### src/rtl/rv_pkg.sv
// Shared RISC-V core types and constants used by the fetch stage.
package rv_pkg;

    localparam int INSTR_WIDTH = 32;
    localparam int XLEN        = 32;
    localparam int PC_INCR     = 4;

    localparam logic [INSTR_WIDTH-1:0] NOP_INSTR = 32'h0000_0013;

    // One buffered instruction together with the address it was fetched from.
    typedef struct packed {
        logic [INSTR_WIDTH-1:0] instr;
        logic [XLEN-1:0]        pc;
    } fetch_entry_t;

endpackage

### src/rtl/instr_fetch_if.sv
// Instruction-memory bus: valid/ready request channel plus in-order response channel.
interface instr_fetch_if #(
    parameter int DATA_WIDTH = 32
);
    logic                  imem_req_valid;
    logic                  imem_req_ready;
    logic [DATA_WIDTH-1:0] imem_req_addr;
    logic                  imem_rsp_valid;
    logic [31:0]           imem_rsp_data;

    // Fetch stage side
    modport master (
        output imem_req_valid,
        output imem_req_addr,
        input  imem_req_ready,
        input  imem_rsp_valid,
        input  imem_rsp_data
    );

    // Instruction memory side
    modport slave (
        input  imem_req_valid,
        input  imem_req_addr,
        output imem_req_ready,
        output imem_rsp_valid,
        output imem_rsp_data
    );
endinterface

### src/rtl/fetch_queue.sv
// Small synchronous FIFO of fetched {instr, pc} entries; flush wins over push/pop.
module fetch_queue
    import rv_pkg::*;
#(
    parameter  int QUEUE_DEPTH = 2,
    localparam int PTR_W       = $clog2(QUEUE_DEPTH),
    localparam int CNT_W       = PTR_W + 1
) (
    input  logic               clk,
    input  logic               rst_n,
    input  logic               push,
    input  logic               pop,
    input  logic               flush,
    input  fetch_entry_t       din,
    output fetch_entry_t       head,
    output logic [CNT_W-1:0]   occupancy
);

    fetch_entry_t      entries_q [QUEUE_DEPTH];
    logic [PTR_W-1:0]  rd_ptr_q, rd_ptr_d;
    logic [PTR_W-1:0]  wr_ptr_q, wr_ptr_d;
    logic [CNT_W-1:0]  count_q, count_d;
    logic              pop_eff;
    logic              push_eff;

    // A pop on empty or a push on full (without a same-cycle pop) is ignored.
    assign pop_eff  = pop && (count_q != '0);
    assign push_eff = push && ((count_q != CNT_W'(QUEUE_DEPTH)) || pop_eff);

    // Pointer and count update; pointers wrap naturally since depth is a power of two.
    always_comb begin
        rd_ptr_d = rd_ptr_q;
        wr_ptr_d = wr_ptr_q;
        count_d  = count_q;
        if (flush) begin
            rd_ptr_d = '0;
            wr_ptr_d = '0;
            count_d  = '0;
        end else begin
            if (push_eff) wr_ptr_d = wr_ptr_q + PTR_W'(1);
            if (pop_eff)  rd_ptr_d = rd_ptr_q + PTR_W'(1);
            count_d = count_q + CNT_W'(push_eff) - CNT_W'(pop_eff);
        end
    end

    // Control state; reset leaves the queue empty.
    always_ff @(posedge clk or negedge rst_n) begin
        if (!rst_n) begin
            rd_ptr_q <= '0;
            wr_ptr_q <= '0;
            count_q  <= '0;
        end else begin
            rd_ptr_q <= rd_ptr_d;
            wr_ptr_q <= wr_ptr_d;
            count_q  <= count_d;
        end
    end

    // Entry storage; contents need no reset because the count gates visibility.
    always_ff @(posedge clk) begin
        if (push_eff && !flush) begin
            entries_q[wr_ptr_q] <= din;
        end
    end

    assign head      = entries_q[rd_ptr_q];
    assign occupancy = count_q;

endmodule

### src/rtl/instr_fetch.sv
// Fetch stage: issues sequential word requests, tracks in-flight responses,
// discards stale ones after a redirect, and presents {Instr, PC, PC+4} to decode.
module instr_fetch
    import rv_pkg::*;
#(
    parameter int                    DATA_WIDTH  = 32,
    parameter logic [DATA_WIDTH-1:0] RESET_PC    = 32'h0000_0000,
    parameter int                    QUEUE_DEPTH = 2
) (
    input  logic                  clk,
    input  logic                  rst_n,
    input  logic                  PCSrc,
    input  logic [DATA_WIDTH-1:0] PCTarget,
    instr_fetch_if.master         imem,
    output logic                  out_valid,
    input  logic                  out_ready,
    output logic [31:0]           Instr,
    output logic [DATA_WIDTH-1:0] PC,
    output logic [DATA_WIDTH-1:0] PCPlus4
);

    localparam int CNT_W = $clog2(QUEUE_DEPTH) + 1;

    logic [DATA_WIDTH-1:0] fetch_pc_q, fetch_pc_d;
    logic [DATA_WIDTH-1:0] rsp_pc_q, rsp_pc_d;
    logic [CNT_W-1:0]      outstanding_q, outstanding_d;
    logic [CNT_W-1:0]      kill_q, kill_d;
    logic                  run_q, run_d;

    logic [CNT_W-1:0]      occupancy;
    fetch_entry_t          head;
    fetch_entry_t          push_entry;
    logic [CNT_W:0]        inflight_total;
    logic                  credit_ok;
    logic                  req_fire;
    logic                  rsp_take;
    logic                  push;
    logic                  pop;
    logic [DATA_WIDTH-1:0] redirect_pc;
    logic                  unused_pctarget_lsbs;

    // Low address bits of the redirect target are don't-care.
    assign unused_pctarget_lsbs = ^PCTarget[1:0];
    assign redirect_pc          = {PCTarget[DATA_WIDTH-1:2], 2'b00};

    // Credits cover both in-flight requests (including doomed ones) and queued entries,
    // so a response always has a free slot when it arrives.
    assign inflight_total = {1'b0, outstanding_q} + {1'b0, occupancy};
    assign credit_ok      = inflight_total < (CNT_W+1)'(QUEUE_DEPTH);

    // run_q holds off the first request until one edge after reset release.
    assign imem.imem_req_valid = run_q && !PCSrc && credit_ok;
    assign imem.imem_req_addr  = fetch_pc_q;

    assign req_fire = imem.imem_req_valid && imem.imem_req_ready;
    assign rsp_take = imem.imem_rsp_valid && (outstanding_q != '0);
    assign push     = rsp_take && (kill_q == '0) && !PCSrc;
    assign pop      = out_valid && out_ready && !PCSrc;

    assign push_entry.instr = imem.imem_rsp_data;
    assign push_entry.pc    = rsp_pc_q;

    // Next-state for PCs and credit counters; a redirect overrides everything else.
    always_comb begin
        fetch_pc_d    = fetch_pc_q;
        rsp_pc_d      = rsp_pc_q;
        outstanding_d = outstanding_q;
        kill_d        = kill_q;
        run_d         = 1'b1;
        if (PCSrc) begin
            fetch_pc_d    = redirect_pc;
            rsp_pc_d      = redirect_pc;
            outstanding_d = outstanding_q - CNT_W'(rsp_take);
            kill_d        = outstanding_q - CNT_W'(rsp_take);
        end else begin
            if (req_fire) fetch_pc_d = fetch_pc_q + DATA_WIDTH'(PC_INCR);
            if (push)     rsp_pc_d   = rsp_pc_q + DATA_WIDTH'(PC_INCR);
            outstanding_d = outstanding_q + CNT_W'(req_fire) - CNT_W'(rsp_take);
            if (rsp_take && (kill_q != '0)) kill_d = kill_q - CNT_W'(1);
        end
    end

    // Fetch state registers; reset abandons everything in flight.
    always_ff @(posedge clk or negedge rst_n) begin
        if (!rst_n) begin
            fetch_pc_q    <= RESET_PC;
            rsp_pc_q      <= RESET_PC;
            outstanding_q <= '0;
            kill_q        <= '0;
            run_q         <= 1'b0;
        end else begin
            fetch_pc_q    <= fetch_pc_d;
            rsp_pc_q      <= rsp_pc_d;
            outstanding_q <= outstanding_d;
            kill_q        <= kill_d;
            run_q         <= run_d;
        end
    end

    fetch_queue #(
        .QUEUE_DEPTH (QUEUE_DEPTH)
    ) u_queue (
        .clk       (clk),
        .rst_n     (rst_n),
        .push      (push),
        .pop       (pop),
        .flush     (PCSrc),
        .din       (push_entry),
        .head      (head),
        .occupancy (occupancy)
    );

    // With an empty queue show a NOP at the next expected PC (RESET_PC under reset).
    assign out_valid = (occupancy != '0);
    assign Instr     = out_valid ? head.instr : NOP_INSTR;
    assign PC        = out_valid ? head.pc    : rsp_pc_q;
    assign PCPlus4   = PC + DATA_WIDTH'(PC_INCR);

endmodule
### src/flat_wrapper.sv
// flat-port wrapper written by rule: the top's interface ports become plain ports
module instr_fetch_flat import rv_pkg::*;
#(
    parameter int                    DATA_WIDTH  = 32,
    parameter logic [DATA_WIDTH-1:0] RESET_PC    = 32'h0000_0000,
    parameter int                    QUEUE_DEPTH = 2
)
  (clk, rst_n, PCSrc, PCTarget, out_valid, out_ready, Instr, PC, PCPlus4, imem_imem_req_valid, imem_imem_req_addr, imem_imem_req_ready, imem_imem_rsp_valid, imem_imem_rsp_data);
  instr_fetch_if #(.DATA_WIDTH(DATA_WIDTH)) imem_i ();
  input  logic clk;
  input  logic rst_n;
  input  logic PCSrc;
  input  logic [DATA_WIDTH-1:0] PCTarget;
  output logic out_valid;
  input  logic out_ready;
  output logic [31:0] Instr;
  output logic [DATA_WIDTH-1:0] PC;
  output logic [DATA_WIDTH-1:0] PCPlus4;
  output wire logic [$bits(imem_i.imem_req_valid)-1:0] imem_imem_req_valid;
  output wire logic [$bits(imem_i.imem_req_addr)-1:0] imem_imem_req_addr;
  input wire logic [$bits(imem_i.imem_req_ready)-1:0] imem_imem_req_ready;
  input wire logic [$bits(imem_i.imem_rsp_valid)-1:0] imem_imem_rsp_valid;
  input wire logic [$bits(imem_i.imem_rsp_data)-1:0] imem_imem_rsp_data;
  assign imem_imem_req_valid = imem_i.imem_req_valid;
  assign imem_imem_req_addr = imem_i.imem_req_addr;
  assign imem_i.imem_req_ready = imem_imem_req_ready;
  assign imem_i.imem_rsp_valid = imem_imem_rsp_valid;
  assign imem_i.imem_rsp_data = imem_imem_rsp_data;
  instr_fetch #(.DATA_WIDTH(DATA_WIDTH), .RESET_PC(RESET_PC), .QUEUE_DEPTH(QUEUE_DEPTH)) u_core (.clk(clk), .rst_n(rst_n), .PCSrc(PCSrc), .PCTarget(PCTarget), .imem(imem_i), .out_valid(out_valid), .out_ready(out_ready), .Instr(Instr), .PC(PC), .PCPlus4(PCPlus4));
endmodule
### config.mk
export PLATFORM = sky130hd
export DESIGN_NAME = instr_fetch_flat
export DESIGN_NICKNAME = d
export VERILOG_FILES = /design/src/rtl/rv_pkg.sv /design/src/rtl/instr_fetch_if.sv /design/src/rtl/fetch_queue.sv /design/src/rtl/instr_fetch.sv /design/src/flat_wrapper.sv
export SDC_FILE = /design/constraint.sdc
export NUM_CORES = 1
export LEC_CHECK = 0
export ABC_AREA = 1
export BUFFER_PORTS_ARGS = -buffer_cell sky130_fd_sc_hd__buf_4
export CAP_MARGIN = 0
export CORE_MARGIN = 4
export CORE_UTILIZATION = 43
export DETAILED_ROUTE_END_ITERATION = 16
export GPL_TIMING_DRIVEN = 0
export PLACE_DENSITY = 0.71
export SYNTH_ARGS = -nofsm -noshare
export SYNTH_HDL_FRONTEND = slang
export SYNTH_HIERARCHICAL = 1
export SYNTH_SLANG_ARGS = --single-unit
### constraint.sdc
create_clock -name clk -period 4.3 [get_ports clk]
set_input_delay 0.86 -clock clk [delete_from_list [all_inputs] [get_ports clk]]
set_output_delay 0.86 -clock clk [all_outputs]
set_load 0.01 [all_outputs]
==> impl_results.md, run 1 <==
- Max frequency: 0.2682 GHz
- Synth Area in Adders: 1.203%
- Yosys cell types: 37
- Max-slew violations: 0
- Layout area overhead: 23.43%
- Starting Density: 43.77%
- Die area: 28260 µm²
- Largest family of logic cells by synthesized area: simple AND/OR/NAND/NOR gates
- Layout cells sized above 1: 18.92%
- Placer congestion estimate: 0.9144
- Sw Ratio: 37.06%
- Row count: 58
- VDD IR max: 0.2559 mV
- Async S/R FF share, synth: 35.03%
- DRT antenna net count: 0
- Design Area, Final: 13600 µm²
- RSZ-0062 raised after global routing: false
- CTS Sinks: 197
- Comb pwr share: 32.2%
- Synthesized area: 11020 µm²
- CP endpoint kind: output pin
- DRT iter0 DRCs: 834
- Post-Syn Instances: 1399
- Post-DP Area: 12970 µm²
- Top FF cell, synth: edfxtp_1
- Period utilization: 86.70%
- Layout fillers: 2339
- Htree depth: 4
- Final Util: 54.02%
- Residual DRC count: 0
- Power share of the sequential group: 40.8%
- Vias in the first global route: 9403
- Compound-cell area share of the yosys netlist: 4.019%
- XOR/XNOR share of the synthesized area: 3.179%
- Post-synth EDFFs: 128
- YS warnings: 6
- CTS tree: yes
- GR Overflow Total: 0
- Final hold viol count: 0
- Initial antenna violation count: 0
- N_diodes: 0
- Chip height: 168.1 µm
- Sw power: 2.254 mW
- Clock Tree Buf Depth: 2
- Clk Latency, worst-skew pair: 0.44 ns
- Mux contribution to synthesized area: 0%
- Simple-gate share of the synthesized area: 33.22%
- Worst Setup Path Type: reg -> out
- Clk slew on worst S/H paths: 0.07 ns
- Outcome: finished clean
- DIE WIDTH: 168.1 µm
- IO Pins: 200
- Mean Syn Cell Area: 7.878 µm²
- Routed Wire Length: 30930 µm
- Post-synthesis sequential area ratio: 50.54%
- Max Cap Violations: 0
- PwrDens: 447.2 nW/µm²
- First-pass GRT wire length: 48640 µm
- Postcts setup bufs: 0
- Largest net degree at the start of global routing: 70
- Int Pwr: 3.829 mW
- Slew margin rel.: 38.78%
- Crit path DAT: 2.87 ns
- Final worst path period need: 3.728 ns
- IO Port Bufs: 195
- Critical path fanouts, max: 10
- Final setup viols: 0
- Worst Hold Class: reg -> reg
- Yosys reg bits: 197
- Drt wl/cell: 15.75 µm
- Post-DP HPWL: 22950 µm
- Root Driver: clkbuf_16
- TritonRoute pass-1 iters: 5
- Core Footprint: 25180 µm²
- Gates resized, CTS repair: 0
- Required time of the critical path: 3.44 ns
- Clock power share: 26.9%
- Setup Skew: 0.01004 ns
- Hold buffer count at cts: 0
- Nets: 1700
- Worst-margin pin slew: 0.9182 ns
- DR vias/cell: 5.091
- CTS Buf Count: 17
- GRT Util Overall: 21.41%
- Pwr Total: 6.084 mW
- Vias: 9994
- LEAKAGE: 6.415 nW
- CP Launch Type: register
==> layer usage <==
metal  track usage (%)  vias to the layer above  routed length, µm  share of wire [%]
met5                 0                        -                  0                  0
met4             5.046                        0                376                1.2
met3             3.311                       27               2163                7.0
met2             35.87                      411              14740                 48
met1             29.49                     4699              13650                 44
li1                  -                     4857                  -                  -
==> per-stage QoR <==
stage | setup TNS [ns] | std cells | hold WS, ns | worst slack, ns
floorplan | 0 | 1404 | 0.4641 | 0.3508
global placement | -126.98 | 1929 | 0.4769 | -1.318
detailed placement | 0 | 1931 | 0.4878 | 0.6142
CTS | 0 | 1963 | 0.5066 | 0.5311
global route | 0 | 1963 | 0.5558 | 0.3984
finish | 0 | 1963 | 0.5072 | 0.5720
==> kinds of logic (layout without fill, tap and decap cells) <==
family | Yosys count | count (layout)
adder cells (fa/ha/maj) | 10 | 10
buffers and inverters | 196 | 425
AND/OR/NAND/NOR | 878 | 878
XOR/XNOR | 40 | 40
AO/OA/AOI/OAI | 76 | 76
flip-flops | 197 | 197
other | 2 | 7
==> power by group through the flow <==
| stage | clock network [mW] | logic (mW) | registers, mW |
|---|---|---|---|
| 2_1_floorplan | 0 | 1.10 | 2.45 |
| 3_3_place_gp | 0 | 1.91 | 2.51 |
| 3_5_place_dp | 0 | 1.95 | 2.52 |
| 4_1_cts | 1.67 | 1.96 | 2.48 |
| 5_1_grt | 1.75 | 2.16 | 2.52 |
| 6_report | 1.64 | 1.96 | 2.48 |
==> Yosys cell counts (2+ instances only) <==
master / instances / share of area, %
a21oi_1: 10 / 0.45
a31oi_1: 3 / 0.17
buf_2: 4 / 0.18
buf_4: 12 / 0.82
buf_6: 8 / 0.82
clkbuf_1: 17 / 0.58
conb_1: 2 / 0.068
dfrtp_1: 69 / 16
edfxtp_1: 128 / 35
ha_1: 9 / 1.0
inv_1: 149 / 5.1
inv_2: 4 / 0.14
nand2_1: 577 / 20
nand2_2: 23 / 1.3
nand2_4: 6 / 0.61
nand3_1: 73 / 3.3
nand3b_1: 8 / 0.54
nand4_1: 13 / 0.74
nor2_1: 140 / 4.8
nor2_2: 8 / 0.45
nor2_4: 7 / 0.72
nor3_1: 17 / 0.77
o211ai_1: 13 / 0.89
o21ai_0: 40 / 1.8
o21bai_1: 5 / 0.34
o221ai_1: 2 / 0.16
or2_2: 4 / 0.23
xnor2_1: 7 / 0.56
xor2_1: 33 / 2.6
==> placed cells by master, fill, tap and decap left out, drive strengths merged, types with 8 or more instances in the layout <==
master  Yosys  layout
nand2     606     606
edfxtp    128     128
ha          9       9
nor2      155     155
nand4      13      13
xor2       33      33
nor3       17      17
dfrtp      69      69
inv       153     161
clkinv      1       8
nand3b      8       8
o211ai     13      13
buf        25     222
nand3      73      73
o21ai      42      42
clkbuf     17      34
a21oi      10      10
==> path summary, 6_finish.rpt <==
path | startpoint | to | slack, ns | cells after the start
max in group asynchronous | rst_n | u_core/rsp_pc_q[2] | 3.15 | 1
min | u_core/rsp_pc_q[31] | u_core/u_queue/entries_q[1][31] | 0.51 | 0
max | u_core/u_queue/occupancy[1] | PCPlus4[20] | 0.57 | 14
min in group asynchronous | rst_n | u_core/imem.imem_req_addr[21] | 0.55 | 1
min reg2reg | u_core/rsp_pc_q[31] | u_core/u_queue/entries_q[1][31] | 0.51 | 0
max reg2reg | u_core/u_queue/occupancy[1] | u_core/u_queue/entries_q[0][19] | 1.42 | 9
==> registers in the layout (all words and copies together) (netlist names) <==
register and flops:
u_core/imem.imem_req_addr 30, u_core/kill_q 2, u_core/outstanding_q 2, u_core/rsp_pc_q 30
u_core/run_q 1, u_core/u_queue/entries_q 128, u_core/u_queue/occupancy 2, u_core/u_queue/rd_ptr_q 1
u_core/u_queue/wr_ptr_q 1
==> layout make-up <==
class	instances	area [µm²]	share of cell area, %
Clock buffer	17	425.4	3.127
Multi-Input combinational cell	1011	4621	33.96
Buffer	42	279.0	2.051
Clock inverter	15	211.5	1.554
Timing Repair Buffer	197	1504	11.05
Inverter	154	580.6	4.267
Sequential cell	197	5570	40.95
Tap cell	330	412.9	3.035
==> critical path, stage by stage, from the launching register on <==
cell	delay, ns
dfrtp_1	0.63
nor2_4	0.09
buf_6	0.17
nand2_1	0.05
o21ai_1	0.19
inv_1	0.15
ha_1	0.23
inv_1	0.10
nor2_2	0.23
nand2_4	0.11
nor2_4	0.15
nand2_1	0.07
nand2_1	0.06
nand2_1	0.06
buf_4	0.14
Note: power is estimated with default switching activity, not from simulation.
==> run 2: changes to the inputs <==
--- a/config.mk
+++ b/config.mk
@@ -12,7 +12,7 @@
 export CORE_UTILIZATION = 43
 export DETAILED_ROUTE_END_ITERATION = 16
 export GPL_TIMING_DRIVEN = 0
-export PLACE_DENSITY = 0.71
+export PLACE_DENSITY = 0.67
 export SYNTH_ARGS = -nofsm -noshare
 export SYNTH_HDL_FRONTEND = slang
 export SYNTH_HIERARCHICAL = 1
==> impl_results.md, run 2 (synthesized netlist as in run 1, its figures left out) <==
- Crit path launch: u_core/u_queue/occupancy[0]
- Routed Wire Length: 30610 µm (-1.0%)
- Reg2reg start: u_core/outstanding_q[1]
- RSZ-0062 raised after global routing: false
- Storage element area: 5570 µm² (unchanged)
- LEAKAGE: 6.412 nW (about the same)
- Sw Ratio: 36.61% (-0.44 points)
- Vias in the first global route: 9541 (+1.5%)
- CP Launch Type: register
- DRT antenna net count: 0 (unchanged)
- Comb pwr share: 32.2% (about the same)
- Layout cells sized above 1: 18.92% (unchanged)
- Hold buffer count at cts: 0 (unchanged)
- Post-DP HPWL: 22930 µm (about the same)
- DRT iter0 DRCs: 727 (-13%)
- Crit path DAT: 2.86 ns (about the same)
- Nets: 1700 (unchanged)
- Root Driver: clkbuf_16
- Reg2Reg Setup Slack: 1.26 ns (-0.16 ns)
- Required time of the critical path: 3.44 ns (about the same)
- Layout fillers: 2358 (+0.81%)
- CTS tree: yes
- Clk slew on worst S/H paths: 0.07 ns (about the same)
- Vias: 9755 (-2.4%)
- Gates resized, CTS repair: 0 (unchanged)
- Postcts setup bufs: 0 (unchanged)
- Final worst path period need: 3.721 ns (-0.007310 ns)
- DR vias/cell: 4.969 (-2.4%)
- Design Area, Final: 13580 µm² (-0.15%)
- Worst Setup Path Type: reg -> out
- Critical path fanouts, max: 10 (unchanged)
- Htree depth: 4 (unchanged)
- Leading cell type in the layout, fill and taps excluded: nand2_1
- TritonRoute pass-1 iters: 5 (unchanged)
- Worst Hold Class: reg -> reg
- Largest net degree at the start of global routing: 70 (unchanged)
- Reg2reg path depth: 7 (-2)
- Core Footprint: 25180 µm² (unchanged)
- Clock power share: 26.6% (-0.3 points)
- Sw power: 2.209 mW (-2.0%)
- Slew margin rel.: 39.40% (+0.61 points)
- VDD IR max: 0.2637 mV (+3.0%)
- Pwr Total: 6.033 mW (-0.83%)
- Biggest register: u_core/u_queue/entries_q
- Crit path capture: PCPlus4[22]
- Max Cap Violations: 0 (unchanged)
- Chip height: 168.1 µm (unchanged)
- Layout area overhead: 23.25%
- PwrDens: 444.1 nW/µm² (-0.69%)
- Int Pwr: 3.824 mW (-0.13%)
- Die area: 28260 µm² (unchanged)
- Clk Latency, worst-skew pair: 0.43 ns (about the same)
- CTS Sinks: 197 (unchanged)
- Clock Tree Buf Depth: 2 (unchanged)
- Period utilization: 86.53% (-0.17 points)
- Initial antenna violation count: 0 (unchanged)
- Post-DP Area: 12970 µm² (about the same)
- Worst-margin pin slew: 0.9090 ns (-0.009209 ns)
- First-pass GRT wire length: 48840 µm (+0.41%)
- Max reg flops: 128 (unchanged)
- GR Overflow Total: 0 (unchanged)
- Setup Skew: 0.01379 ns (+0.003750 ns)
- Max frequency: 0.2688 GHz (+0.20%)
- Placer congestion estimate: 0.9133 (-0.12%)
- Residual DRC count: 0 (unchanged)
- IO Port Bufs: 195 (unchanged)
- Area of the multi-input gates: 4621 µm² (unchanged)
- Row count: 58 (unchanged)
- Drt wl/cell: 15.59 µm (-1.0%)
- Starting Density: 43.77% (unchanged)
- IO Pins: 200 (unchanged)
- GRT Util Overall: 21.42% (about the same)
- Commonest non-fill, non-tap cells in the layout: nand2_1 (577), buf_4 (207), inv_1 (148)
- CP endpoint kind: output pin
- Capturing point of the worst reg2reg path: u_core/u_queue/entries_q[1][38]
- CTS Buf Count: 17 (unchanged)
- Final setup viols: 0 (unchanged)
- DIE WIDTH: 168.1 µm (unchanged)
- Max-slew violations: 0 (unchanged)
- N_diodes: 0 (unchanged)
- Final hold viol count: 0 (unchanged)
- Power share of the sequential group: 41.2% (+0.4 points)
- Outcome: finished clean
run 2: worst min-delay path by stage:
stage	from	end	slack (ns)	depth (start not counted)
6_report	u_core/rsp_pc_q[31]	u_core/u_queue/entries_q[0][31]	0.51	0
5_1_grt	u_core/rsp_pc_q[31]	u_core/u_queue/entries_q[0][31]	0.53	0
4_1_cts	u_core/rsp_pc_q[31]	u_core/u_queue/entries_q[0][31]	0.52	0
3_5_place_dp	u_core/rsp_pc_q[31]	u_core/u_queue/entries_q[0][31]	0.50	0
3_3_place_gp	u_core/rsp_pc_q[31]	u_core/u_queue/entries_q[1][31]	0.48	0
2_1_floorplan	u_core/rsp_pc_q[31]	u_core/u_queue/entries_q[0][31]	0.46	0
run 2: area by class of cell:
type / instances / area share (%)
well taps: 330 / 3.040
clock inverters: 15 / 1.354
flip-flops and latches: 197 / 41.01
plain buffers: 42 / 2.054
multi-input cells: 1011 / 34.01
clock buffers: 17 / 3.132
repair buffers: 197 / 11.13
inverters: 154 / 4.274
run 2: critical path: stages (launching register included):
cell and delay (ns):
dfrtp_1 0.62, nor2_4 0.12, buf_6 0.17, nand2_1 0.06, o21ai_1 0.18, inv_1 0.15
ha_1 0.23, inv_1 0.09, nor2_2 0.22, nand2_4 0.11, nor2_4 0.16, nand2_1 0.07
nand2_1 0.05, nand2_1 0.05, buf_4 0.14
run 2: through the flow:
stage          util (%)  TNS (ns)  std cells  hold slack (ns)  setup WS (ns)
3_3_place_gp      51.31   -120.09       1929           0.4800         -1.260
4_1_cts           53.95         0       1963           0.5183         0.5705
2_1_floorplan         -         0       1404           0.4641         0.3508
3_5_place_dp      51.53         0       1931           0.5003         0.5181
6_report          53.95         0       1963           0.5144         0.5793
5_1_grt           53.95         0       1963           0.5258         0.3774
run 2: power groups by stage:
stage          clock network (mW)  registers, mW  logic [mW]
2_1_floorplan                   0           2.45        1.10
3_5_place_dp                    0           2.52        1.95
5_1_grt                      1.73           2.51        2.16
3_3_place_gp                    0           2.51        1.91
4_1_cts                      1.64           2.48        1.96
6_report                     1.60           2.48        1.95
run 2: layer usage:
layer	share of wire, %	vias to the layer above	global-route usage [%]
met2	47	352	34.96
met5	0	-	0
met4	2.2	0	6.987
li1	-	4839	-
met3	6.9	43	3.592
met1	44	4521	29.30
==> run 3: changes to the inputs <==
--- a/config.mk
+++ b/config.mk
@@ -5,10 +5,9 @@
 export SDC_FILE = /design/constraint.sdc
 export NUM_CORES = 1
 export LEC_CHECK = 0
-export ABC_AREA = 1
 export BUFFER_PORTS_ARGS = -buffer_cell sky130_fd_sc_hd__buf_4
 export CAP_MARGIN = 0
-export CORE_MARGIN = 4
+export CORE_MARGIN = 2
 export CORE_UTILIZATION = 43
 export DETAILED_ROUTE_END_ITERATION = 16
 export GPL_TIMING_DRIVEN = 0
==> impl_results.md, run 3 <==
- Reg2Reg Setup Slack: 0.28 ns (-0.98 ns)
- Hold buffer count at cts: 0 (unchanged)
- Period utilization: 95.76% (+9.2 points)
- Outcome: finished clean
- Chip height: 156.5 µm (-6.9%)
- Vias: 7943 (-19%)
- IO Port Bufs: 195 (unchanged)
- RSZ-0062 raised after global routing: false
- Post-synthesis sequential area ratio: 55.70% (+5.2 points)
- CTS Sinks: 197 (unchanged)
- Clock power share: 29.6% (+3.0 points)
- Max-slew violations: 0 (unchanged)
- Starting Density: 44.04% (+0.27 points)
- First-pass GRT wire length: 41490 µm (-15%)
- Final setup viols: 0 (unchanged)
- Pwr Total: 5.268 mW (-13%)
- Max Cap Violations: 0 (unchanged)
- LEAKAGE: 5.107 nW (-20%)
- Max reg flops: 128 (unchanged)
- IO Pins: 200 (unchanged)
- Layout cells sized above 1: 27.36% (+8.4 points)
- Top FF cell, synth: edfxtp_1
- Worst Setup Path Type: reg -> out
- Int Pwr: 3.585 mW (-6.2%)
- CP Launch Type: register
- VDD IR max: 0.2434 mV (-7.7%)
- Yosys top cell by area: edfxtp_1
- Nets: 1189 (-30%)
- Vias in the first global route: 7734 (-19%)
- Die area: 24490 µm² (-13%)
- Yosys cell types: 59 (+59%)
- Routed Wire Length: 26720 µm (-13%)
- CP endpoint kind: output pin
- Worst-margin pin slew: 1.271 ns (+0.3624 ns)
- DRT antenna net count: 0 (unchanged)
- Mean Syn Cell Area: 11.48 µm² (+46%)
- DR vias/cell: 5.645 (+14%)
- Clk slew on worst S/H paths: 0.07 ns (about the same)
- Core Footprint: 22710 µm² (-9.8%)
- Leading cell type in the layout, fill and taps excluded: buf_4
- Max frequency: 0.2429 GHz (-9.6%)
- Yosys reg bits: 197 (unchanged)
- TritonRoute pass-1 iters: 8 (+3)
- DIE WIDTH: 156.5 µm (-6.9%)
- GR Overflow Total: 0 (unchanged)
- Post-synth top area share: 38.43% (+3.6 points)
- Post-Syn Instances: 871 (-38%)
- Biggest register: u_core/u_queue/entries_q
- Synthesized area: 10000 µm² (-9.3%)
- Post-synth EDFFs: 128 (unchanged)
- DRT iter0 DRCs: 615 (-15%)
- Async S/R FF share, synth: 35.03% (unchanged)
- Initial antenna violation count: 0 (unchanged)
- Required time of the critical path: 3.44 ns (about the same)
- Row count: 55 (-5.2%)
- Htree depth: 4 (unchanged)
- Setup TNS: 0 ns (unchanged)
- CTS tree: yes
- Post-DP HPWL: 19260 µm (-16%)
- Clock Tree Buf Depth: 2 (unchanged)
- Critical path fanouts, max: 10 (unchanged)
- Final hold viol count: 0 (unchanged)
- Commonest non-fill, non-tap cells in the layout: buf_4 (212), nand2_1 (130), edfxtp_1 (128)
- Largest cells by area after synthesis: edfxtp_1 (38%), dfrtp_1 (17%), mux2_1 (6.2%)
- Commonest cells in the netlist: nand2_1 (130), edfxtp_1 (128), dfrtp_1 (69), o21ai_0 (63), mux2_1 (55)
- Setup Skew: 0.01355 ns (-0.0002362 ns)
- Crit path DAT: 3.26 ns (+0.40 ns)
- Layout area overhead: 28.75%
- Largest net degree at the start of global routing: 70 (unchanged)
- Crit path launch: u_core/u_queue/rd_ptr_q
- WHS Path Cells: 0 (unchanged)
- PwrDens: 409.2 nW/µm² (-7.9%)
- Most frequent cell after synthesis: nand2_1
- Placer congestion estimate: 0.8921 (-2.3%)
- N_diodes: 0 (unchanged)
- Final worst path period need: 4.118 ns (+0.3968 ns)
- YS warnings: 6 (unchanged)
- CTS Buf Count: 17 (unchanged)
- Drt wl/cell: 18.99 µm (+22%)
- Residual DRC count: 0 (unchanged)
- Sw Ratio: 31.95% (-4.7 points)
- Slew margin rel.: 14.46% (-25 points)
- Reg2reg path depth: 16 (+9)
- Power share of the sequential group: 44.0% (+2.8 points)
- Worst Hold Class: reg -> reg
- Reg2reg start: u_core/u_queue/occupancy[0]
- Hold Crit Start: u_core/rsp_pc_q[19]
- Worst hold slack: 0.4825 ns (-0.03186 ns)
- Clk Latency, worst-skew pair: 0.44 ns (about the same)
- Root Driver: clkbuf_16
- Sw power: 1.683 mW (-24%)
- GRT Util Overall: 22.04% (+0.62 points)
- Comb pwr share: 26.4% (-5.8 points)
==> run 3: cell types whose count changed after synthesis, moves of 23 or more <==
cell / previous run / this run
nand3_1: 73 / 29
nor2_1: 140 / 28
inv_1: 149 / 19
nand2_2: 23 / 0
o21ai_0: 40 / 63
and2_1: 1 / 37
nand2_1: 577 / 130
mux2_1: 0 / 55
==> run 3: path summary, 6_finish.rpt <==
kind                                                    to
setup reg to reg                   u_core/outstanding_q[1]
min in group asynchronous    u_core/imem.imem_req_addr[22]
hold / removal             u_core/u_queue/entries_q[0][19]
setup / recovery                               PCPlus4[27]
hold reg to reg            u_core/u_queue/entries_q[0][19]
max in group asynchronous      u_core/u_queue/occupancy[1]
==> run 3: timing repair <==
item / 4_1_cts / 5_1_grt
pin swaps: 3 / 2
setup endpoints to repair: 196 / 14
buffers inserted: 10 / 2
resized for setup: 26 / 16
==> run 3: power groups by stage <==
stage | registers [mW] | clock network [mW] | logic (mW)
6_report | 2.32 | 1.56 | 1.39
5_1_grt | 2.34 | 1.67 | 1.52
4_1_cts | 2.31 | 1.58 | 1.39
3_5_place_dp | 2.36 | 0 | 1.35
3_3_place_gp | 2.36 | 0 | 1.30
2_1_floorplan | 2.33 | 0 | 0.701
==> run 3: metrics by stage <==
stage / area [µm²] / utilization, % / std cells / setup slack, ns
after CTS: 12830 / 56.51 / 1406 / -0.007434
after detailed placement: 12080 / 53.21 / 1364 / -1.743
after global placement: 11860 / 52.24 / 1356 / -2.020
final: 12880 / 56.70 / 1407 / 0.1825
after global routing: 12880 / 56.70 / 1407 / 0.01022
after floorplan: 10040 / - / 876 / 0.01644
==> run 3: kinds of logic (layout without fill, tap and decap cells) <==
family                   after synthesis  in the layout  synth area share (%)
AND/OR/NAND/NOR                      311            311                 15.98
flip-flops                           197            197                 55.70
AO/OA/AOI/OAI                        141            141                 9.221
multiplexers                          78             78                 8.745
XOR/XNOR                              67             67                 5.868
buffers and inverters                 65            311                 3.090
adder cells (fa/ha/maj)               10             10                 1.326
other                                  2              7               0.07509
==> run 3: area by class of cell <==
class,count,area [µm²]
plain buffers,44,276.5
flip-flops and latches,197,5573
clock buffers,17,425.4
fillers,1938,9833
repair buffers,215,1774
multi-input cells,614,4233
well taps,285,356.6
clock inverters,15,162.7
inverters,20,75.07
==> run 3: per-layer routing <==
metal | vias up | share of wire, % | global-route usage [%]
li1 | 3677 | - | -
met1 | 3853 | 43 | 30.30
met2 | 374 | 47 | 35.51
met3 | 39 | 8.2 | 4.348
met4 | 0 | 1.9 | 6.597
met5 | - | 0 | 0
==> run 3: critical path, stage by stage, from the launching register on <==
cell and delay, ns:
dfrtp_1 0.38, clkbuf_4 0.23, buf_6 0.19, mux2_1 0.23
o211ai_1 0.18, a222oi_1 0.61, nand4_4 0.14, buf_4 0.22
nor4_2 0.32, xor2_1 0.19, buf_4 0.14
